## src/rtl/keypad_pkg.sv

```systemverilog
// keypad_pkg: shared definitions for the 4x4 keypad emulator and the row
// scanner it answers.
//   - one-cold row / column constants (active-low keypad lines)
//   - FSM state enum
//   - code_to_rc: key code -> (row, column) on the physical matrix
//   - row_decode: registered row pattern -> row index (or "no row")
//   - SCAN_ROW_DWELL: cycles the scanner holds each row low
package keypad_pkg;

    localparam logic [3:0] ROW0_N   = 4'b1110;
    localparam logic [3:0] ROW1_N   = 4'b1101;
    localparam logic [3:0] ROW2_N   = 4'b1011;
    localparam logic [3:0] ROW3_N   = 4'b0111;
    localparam logic [3:0] ROW_NONE = 4'b1111;

    localparam logic [3:0] COL0_N   = 4'b1110;
    localparam logic [3:0] COL1_N   = 4'b1101;
    localparam logic [3:0] COL2_N   = 4'b1011;
    localparam logic [3:0] COL3_N   = 4'b0111;
    localparam logic [3:0] COL_IDLE = 4'b1111;

    localparam int unsigned SCAN_ROW_DWELL = 250000;

    typedef enum logic [1:0] {
        IDLE    = 2'd0,
        PRESS   = 2'd1,
        RELEASE = 2'd2
    } state_t;

    typedef struct packed {
        logic [1:0] row;
        logic [1:0] col;
    } rc_t;

    typedef struct packed {
        logic       valid;
        logic [1:0] idx;
    } row_sel_t;

    // Matrix layout: row 0 = 7 4 1 0, row 1 = 8 5 2 A, row 2 = 9 6 3 B,
    // row 3 = C D E F.
    function automatic rc_t code_to_rc(input logic [3:0] code);
        rc_t rc;
        case (code)
            4'd7:    rc = '{row: 2'd0, col: 2'd0};
            4'd4:    rc = '{row: 2'd0, col: 2'd1};
            4'd1:    rc = '{row: 2'd0, col: 2'd2};
            4'd0:    rc = '{row: 2'd0, col: 2'd3};
            4'd8:    rc = '{row: 2'd1, col: 2'd0};
            4'd5:    rc = '{row: 2'd1, col: 2'd1};
            4'd2:    rc = '{row: 2'd1, col: 2'd2};
            4'd10:   rc = '{row: 2'd1, col: 2'd3};
            4'd9:    rc = '{row: 2'd2, col: 2'd0};
            4'd6:    rc = '{row: 2'd2, col: 2'd1};
            4'd3:    rc = '{row: 2'd2, col: 2'd2};
            4'd11:   rc = '{row: 2'd2, col: 2'd3};
            4'd12:   rc = '{row: 2'd3, col: 2'd0};
            4'd13:   rc = '{row: 2'd3, col: 2'd1};
            4'd14:   rc = '{row: 2'd3, col: 2'd2};
            default: rc = '{row: 2'd3, col: 2'd3};
        endcase
        return rc;
    endfunction

    // Only a single low row line selects a row; idle (1111) and multi-low
    // patterns are treated as "no row".
    function automatic row_sel_t row_decode(input logic [3:0] row_n);
        row_sel_t s;
        s.valid = 1'b1;
        s.idx   = 2'd0;
        case (row_n)
            ROW0_N:  s.idx = 2'd0;
            ROW1_N:  s.idx = 2'd1;
            ROW2_N:  s.idx = 2'd2;
            ROW3_N:  s.idx = 2'd3;
            default: s.valid = 1'b0;
        endcase
        return s;
    endfunction

    function automatic logic [3:0] col_pattern(input logic [1:0] col);
        logic [3:0] p;
        case (col)
            2'd0:    p = COL0_N;
            2'd1:    p = COL1_N;
            2'd2:    p = COL2_N;
            default: p = COL3_N;
        endcase
        return p;
    endfunction

endpackage

```

## src/rtl/keypad_emulator_if.sv

```systemverilog
// keypad_emulator_if: key-code push port of the keypad emulator.
//   key_valid  host -> emulator  a code is offered
//   key_code   host -> emulator  code 0..15
//   key_ready  emulator -> host  queue has room
// Handshake: a code transfers on every rising clock edge where key_valid
// and key_ready are both high. key_ready depends only on the queue fill,
// never on key_valid; a code offered while key_ready is low is not taken
// and the host must hold or re-offer it.
interface keypad_emulator_if;
    logic       key_valid;
    logic [3:0] key_code;
    logic       key_ready;

    modport master (output key_valid, output key_code, input key_ready);
    modport slave  (input key_valid, input key_code, output key_ready);
endinterface

```

## src/rtl/keypad_fifo.sv

```systemverilog
// keypad_fifo: synchronous FIFO with fill level.
//   clk, reset      clock, asynchronous active-high reset
//   wr_en, wr_data  write request; ignored while full
//   rd_en, rd_data  read request; rd_data shows the head (valid when !empty)
//   full, empty     status
//   level           number of stored entries
// DEPTH must be a power of two so the pointers wrap naturally.
module keypad_fifo #(
    parameter int DEPTH = 4,
    parameter int WIDTH = 4
) (
    input  logic                   clk,
    input  logic                   reset,
    input  logic                   wr_en,
    input  logic [WIDTH-1:0]       wr_data,
    input  logic                   rd_en,
    output logic [WIDTH-1:0]       rd_data,
    output logic                   full,
    output logic                   empty,
    output logic [$clog2(DEPTH):0] level
);
    localparam int AW = $clog2(DEPTH);
    localparam logic [AW:0] FULL_COUNT = DEPTH[AW:0];

    logic [WIDTH-1:0] mem [DEPTH];
    logic [AW-1:0]    wr_ptr;
    logic [AW-1:0]    rd_ptr;
    logic [AW:0]      count;
    logic             do_wr;
    logic             do_rd;

    assign full    = (count == FULL_COUNT);
    assign empty   = (count == '0);
    assign do_wr   = wr_en && !full;
    assign do_rd   = rd_en && !empty;
    assign rd_data = mem[rd_ptr];
    assign level   = count;

    always_ff @(posedge clk or posedge reset) begin
        if (reset) begin
            wr_ptr <= '0;
            rd_ptr <= '0;
            count  <= '0;
        end else begin
            if (do_wr) wr_ptr <= wr_ptr + 1'b1;
            if (do_rd) rd_ptr <= rd_ptr + 1'b1;
            case ({do_wr, do_rd})
                2'b10:   count <= count + 1'b1;
                2'b01:   count <= count - 1'b1;
                default: ;
            endcase
        end
    end

    // Storage needs no reset: the pointers and count define what is valid.
    always_ff @(posedge clk) begin
        if (do_wr) mem[wr_ptr] <= wr_data;
    end
endmodule

```

## src/rtl/keypad_emulator.sv

```systemverilog
// keypad_emulator: answers a row-scanning keypad controller as if keys were
// pressed on a physical 4x4 matrix.
//   clk, reset   clock, asynchronous active-high reset
//   keypadrow    scanner row drive, active-low one-cold
//   keypadcol    column return, active-low (registered)
//   key_if       key-code push port (slave side)
//   busy         a key is in progress or codes are queued
//   key_done     one-cycle pulse on the last released cycle of each key
//   fifo_level   number of queued codes
//   dbg_state    current FSM state
// Each code is pressed for PRESS_SCANS visits of its row, then the lines
// stay released for GAP_CYCLES cycles (GAP_CYCLES must be >= 1,
// PRESS_SCANS >= 1).
module keypad_emulator
    import keypad_pkg::*;
#(
    parameter int          FIFO_DEPTH  = 4,
    parameter int          PRESS_SCANS = 2,
    parameter logic [31:0] GAP_CYCLES  = 32'd500000
) (
    input  logic                        clk,
    input  logic                        reset,
    input  logic [3:0]                  keypadrow,
    output logic [3:0]                  keypadcol,
    keypad_emulator_if.slave            key_if,
    output logic                        busy,
    output logic                        key_done,
    output logic [$clog2(FIFO_DEPTH):0] fifo_level,
    output state_t                      dbg_state
);
    localparam int VW = $clog2(PRESS_SCANS + 1);
    localparam logic [VW-1:0] VISITS_DONE = PRESS_SCANS[VW-1:0];

    state_t     state;
    logic [3:0] row_q;
    logic [1:0] tgt_row;
    logic [1:0] tgt_col;
    logic [VW-1:0] visit_cnt;
    logic       in_row;      // row_q matched the target on the previous cycle
    logic [31:0] gap_cnt;

    logic [3:0] head_code;
    logic       fifo_full;
    logic       fifo_empty;
    logic       fifo_pop;
    rc_t        head_rc;
    row_sel_t   row_sel;
    logic       row_hit;

    assign fifo_pop  = (state == IDLE) && !fifo_empty;
    assign head_rc   = code_to_rc(head_code);
    assign row_sel   = row_decode(row_q);
    assign row_hit   = row_sel.valid && (row_sel.idx == tgt_row);

    assign key_if.key_ready = !fifo_full;
    assign busy      = (state != IDLE) || !fifo_empty;
    assign dbg_state = state;

    keypad_fifo #(
        .DEPTH (FIFO_DEPTH),
        .WIDTH (4)
    ) u_fifo (
        .clk     (clk),
        .reset   (reset),
        .wr_en   (key_if.key_valid),
        .wr_data (key_if.key_code),
        .rd_en   (fifo_pop),
        .rd_data (head_code),
        .full    (fifo_full),
        .empty   (fifo_empty),
        .level   (fifo_level)
    );

    always_ff @(posedge clk or posedge reset) begin
        if (reset) begin
            state     <= IDLE;
            row_q     <= ROW_NONE;
            keypadcol <= COL_IDLE;
            key_done  <= 1'b0;
            tgt_row   <= 2'd0;
            tgt_col   <= 2'd0;
            visit_cnt <= '0;
            in_row    <= 1'b0;
            gap_cnt   <= '0;
        end else begin
            row_q     <= keypadrow;
            keypadcol <= COL_IDLE;
            key_done  <= 1'b0;
            case (state)
                IDLE: begin
                    if (!fifo_empty) begin
                        tgt_row   <= head_rc.row;
                        tgt_col   <= head_rc.col;
                        visit_cnt <= '0;
                        // Cleared so a row already selected at entry counts
                        // as the first visit.
                        in_row    <= 1'b0;
                        state     <= PRESS;
                    end
                end
                PRESS: begin
                    if (row_hit) keypadcol <= col_pattern(tgt_col);
                    if (row_hit && !in_row) visit_cnt <= visit_cnt + 1'b1;
                    in_row <= row_hit;
                    if (!row_hit && (visit_cnt == VISITS_DONE)) begin
                        // gap_cnt counts down to 0 over GAP_CYCLES cycles;
                        // key_done is raised one step ahead so it lands on
                        // the final RELEASE cycle.
                        gap_cnt  <= GAP_CYCLES - 32'd1;
                        key_done <= (GAP_CYCLES == 32'd1);
                        state    <= RELEASE;
                    end
                end
                RELEASE: begin
                    if (gap_cnt == 32'd0) begin
                        state <= IDLE;
                    end else begin
                        gap_cnt  <= gap_cnt - 32'd1;
                        key_done <= (gap_cnt == 32'd1);
                    end
                end
                default: state <= IDLE;
            endcase
        end
    end
endmodule

```

## src/flat_wrapper.sv

```systemverilog
// flat-port wrapper written by rule: the top's interface ports become plain ports
module keypad_emulator_flat import keypad_pkg::*;
#(
    parameter int          FIFO_DEPTH  = 4,
    parameter int          PRESS_SCANS = 2,
    parameter logic [31:0] GAP_CYCLES  = 32'd500000
)
  (clk, reset, keypadrow, keypadcol, busy, key_done, fifo_level, dbg_state, key_if_key_valid, key_if_key_code, key_if_key_ready);
  keypad_emulator_if key_if_i ();
  input  logic clk;
  input  logic reset;
  input  logic [3:0] keypadrow;
  output logic [3:0] keypadcol;
  output logic busy;
  output logic key_done;
  output logic [$clog2(FIFO_DEPTH):0] fifo_level;
  output state_t dbg_state;
  input wire logic [$bits(key_if_i.key_valid)-1:0] key_if_key_valid;
  input wire logic [$bits(key_if_i.key_code)-1:0] key_if_key_code;
  output wire logic [$bits(key_if_i.key_ready)-1:0] key_if_key_ready;
  assign key_if_i.key_valid = key_if_key_valid;
  assign key_if_i.key_code = key_if_key_code;
  assign key_if_key_ready = key_if_i.key_ready;
  keypad_emulator #(.FIFO_DEPTH(FIFO_DEPTH), .PRESS_SCANS(PRESS_SCANS), .GAP_CYCLES(GAP_CYCLES)) u_core (.clk(clk), .reset(reset), .keypadrow(keypadrow), .keypadcol(keypadcol), .key_if(key_if_i), .busy(busy), .key_done(key_done), .fifo_level(fifo_level), .dbg_state(dbg_state));
endmodule
```

## config.mk

```make
export PLATFORM = sky130hd
export DESIGN_NAME = keypad_emulator_flat
export DESIGN_NICKNAME = d
export VERILOG_FILES = /design/src/rtl/keypad_pkg.sv /design/src/rtl/keypad_emulator_if.sv /design/src/rtl/keypad_fifo.sv /design/src/rtl/keypad_emulator.sv /design/src/flat_wrapper.sv
export SDC_FILE = /design/constraint.sdc
export NUM_CORES = 1
export LEC_CHECK = 0
export ABC_AREA = 1
export CAP_MARGIN = 10
export CORE_ASPECT_RATIO = 0.6
export CORE_MARGIN = 4
export CORE_UTILIZATION = 50
export CTS_CLUSTER_DIAMETER = 40
export DETAILED_ROUTE_END_ITERATION = 8
export DONT_BUFFER_PORTS = 1
export PLACE_DENSITY = 0.76
export SETUP_SLACK_MARGIN = 0.1
export SLEW_MARGIN = 20
export SYNTH_ARGS = -nofsm -noshare
export SYNTH_HDL_FRONTEND = slang
export SYNTH_SLANG_ARGS = --single-unit
```

## constraint.sdc

```tcl
create_clock -name clk -period 2 [get_ports clk]
set_clock_uncertainty 0.1 [all_clocks]
set_input_delay 0.6 -clock clk [delete_from_list [all_inputs] [get_ports clk]]
set_output_delay 0.6 -clock clk [all_outputs]
set_load 0.02 [all_outputs]
```

==> metrics.md <==
| Metric | Value |
|---|---|
| Clock sinks | `73` |
| Starting Density | `51.2%` |
| Final setup vio count | `0` |
| Largest net degree at the start of global routing | `48` |
| Worst-Skew Late Latency | `0.34 ns` |
| Total negative setup slack | `0 ns` |
| Die height | `80.4 um` |
| Mapped cell area | `4370 um^2` |
| Drt wl/cell | `15.2 um` |
| Max Slew Vio Count | `0` |
| Htree depth | `3` |
| Synth Area per Inst | `7.10 um^2` |
| Gate power share | `52.5%` |
| Outcome | `finished, final reports clean` |
| CP max-delay cell | `dfrtp_2` |
| DRC violations left | `0` |
| DR vias | `4063` |
| Worst endpoint required time | `1.30 ns` |
| Share of cells above drive strength 1 | `21.4%` |
| Root buffer cell | `clkbuf_16` |
| Final wirelength | `11800 um` |
| PortBufs | `0` |
| Nets | `687` |
| Most frequent cells in the layout | `nand2_1 (238), nor2_1 (77), inv_1 (53), buf_4 (42), dfrtp_1 (41)` |
| Post-synthesis sequential area ratio | `43.9%` |
| Relative slew margins | `70.5%` |
| Net Switching | `3.73 mW` |
| DP Wirelength | `8080 um` |
| TritonCTS buffer count | `9` |
| Cell Rows | `26` |
| Internal power | `4.57 mW` |
| Hold Path Class | `input pin to flip-flop` |
| Cell variety after synth | `32` |
| Crit-path most repeated cell | `inv_2` |
| Total gr overflow | `0` |
| Worst VDD drop | `773 uV` |
| Commonest non-fill, non-tap cell in the layout | `nand2_1` |
| Layout area overhead | `21.9%` |
| Top cell type's share of synthesized area | `28.1%` |
| Drt first pass iters | `5` |
| Horiz. Die Dim | `129 um` |
| DRT iter0 DRCs | `408` |
| Max-cap violation count | `0` |
| Synth Net Count | `639` |
| Cells after Synth | `615` |
| Crit-path cells | `inv_2 -> ha_4 -> buf_6 -> inv_2 -> nor2_4 -> inv_2` |
| Overall Global Routing Usage | `23.9%` |
| Crit. End Element | `output port` |
| Register share of total power | `27.3%` |
| Tightest Pin Transition | `0.440 ns` |
| Total die area | `10300 um^2` |
| Crit path time final | `1.99 ns` |
| Core box area | `8520 um^2` |
| CP Class | `flip-flop to output port` |
| Deepest clock path buffer count | `2` |
| Placer congestion estimate | `0.982` |
| Switching Fraction | `44.9%` |
| CP peak stage delay | `0.41 ns` |
| Vias in the first global route | `3913` |
| CP max FO | `2` |
| Total chip power | `8.30 mW` |
| I/O pin count | `23` |
| Post-synthesis register bit count | `73` |
| WP buf/inv | `4` |
| First-pass GRT wire length | `19100 um` |
| Final worst-path cycle share | `99.6%` |
| Antenna cells | `0` |
| Clk network pwr share | `20.2%` |
| Vias per Instance | `5.21` |
| Crit path launch type | `flip-flop` |
| Pwr Density | `1560 nW/um^2` |
| Peak Freq | `0.502 GHz` |
| Leakage power total | `2.59 nW` |
| CTS tree | `yes` |
| Top delay family on crit path | `flip-flops` |
| Crit path DAT | `1.29 ns` |
| RSZ-0062 raised after global routing | `true` |
| Final hold vios | `0` |
| Initial antenna violation count | `0` |
| Synth area leaders | `dfrtp_1 (28%), nand2_1 (21%), edfxtp_1 (11%)` |
| YS warnings | `0` |
| Post-route ant nets | `0` |
| Layout fillers | `713` |
| Most area-hungry cell type in the Yosys netlist | `dfrtp_1` |
| Worst-path clk slew | `0.06 ns` |
==> path summary, 6_finish.rpt <==
check	start	endpoint	slack, ns	depth (start not counted)
hold / removal	keypadrow[0]	u_core.row_q[0]$_DFF_PP1_	0.16	0
hold reg to reg	u_core.tgt_col[0]$_DFFE_PP0P_	u_core.keypadcol[3]$_DFF_PP1_	0.36	1
setup reg to reg	u_core.dbg_state[0]$_DFFE_PP0P_	u_core.u_fifo.level[2]$_DFFE_PP0P_	0.07	10
min in group asynchronous	reset	u_core.tgt_col[1]$_DFFE_PP0P_	0.58	2
setup / recovery	u_core.dbg_state[0]$_DFFE_PP0P_	busy	0.008	6
max in group asynchronous	reset	u_core.gap_cnt[5]$_DFFE_PP0P_	0.69	3
==> kinds of logic after synthesis <==
kind of cell,share of synthesized area [%]
xor gates and xnor gates,2.41
DFF,43.9
AOI/OAI and AO/OA,2.86
buffers and inverters,7.96
and+or+nand+nor,39.0
adders and majority gates,3.90
==> layout make-up <==
| cell class | instances | area [um^2] | share of cell area, % |
|---|---|---|---|
| multi-input cells | 463 | 2290 | 43.0 |
| flip-flops and latches | 73 | 1930 | 36.2 |
| repair buffers | 47 | 397 | 7.45 |
| inverters | 69 | 263 | 4.94 |
| clock buffers | 12 | 258 | 4.84 |
| well taps | 112 | 140 | 2.63 |
| clock inverters | 4 | 51.3 | 0.964 |
==> sequential cells by signal, indices dropped and copies added (netlist names), 3 cells and up <==
name	flops
u_core.u_fifo.level	3
u_core.gap_cnt	32
u_core.u_fifo.mem	16
u_core.keypadcol	4
u_core.row_q	4
==> cell usage after synthesis (all sizes together) <==
cell type,instances
a21boi,1
ha,12
dfstp,8
dfrtp,49
o21ai,14
nand3,44
nand4,11
o211ai,2
a21oi,5
xor2,8
nand2,248
or2,4
nand3b,1
inv,69
buf,8
edfxtp,16
xnor2,4
nor3,2
nor2,103
clkbuf,3
o21bai,1
fa,1
nor4,1
==> power by group through the flow <==
stage               clock network, mW  logic, mW  registers (mW)
floorplan                           0       2.57            2.24
global placement                    0       3.43            2.22
detailed placement                  0       3.59            2.24
CTS                              1.68       3.94            2.22
global route                     1.76       4.78            2.31
finish                           1.67       4.36            2.27
==> per-layer routing <==
layer  global-route usage [%]  up-vias  wire length [um]
li1                         -     2004                 -
met1                     33.3     1876              5410
met2                     35.6      172              5060
met3                     8.17       11              1260
met4                     5.56        0                97
met5                     2.14        -                 0
==> timing repair <==
| item | 4_1_cts | 5_1_grt |
|---|---|---|
| gates resized for setup | 14 | 48 |
| gates cloned | 1 | 0 |
| pin swaps | 3 | 4 |
| setup buffers | 5 | 7 |
| hold endpoints to repair | 2 | 0 |
| hold buffers | 1 | 0 |
| setup endpoints to repair | 34 | 38 |
==> through the flow <==
| stage | hold WS [ns] | cells | utilization [%] | worst slack (ns) | instance area (um^2) |
|---|---|---|---|---|---|
| after global routing | 0.150 | 780 | 62.5 | -0.0364 | 5320 |
| after floorplan | 0.321 | 615 | - | -0.111 | 4380 |
| after global placement | 0.320 | 750 | 55.3 | -0.0266 | 4710 |
| after CTS | 0.158 | 773 | 60.2 | 0.0314 | 5130 |
| final | 0.162 | 780 | 62.5 | 0.00774 | 5320 |
| after detailed placement | 0.321 | 750 | 55.3 | -0.0968 | 4710 |
(Power assumes the default switching activity.)
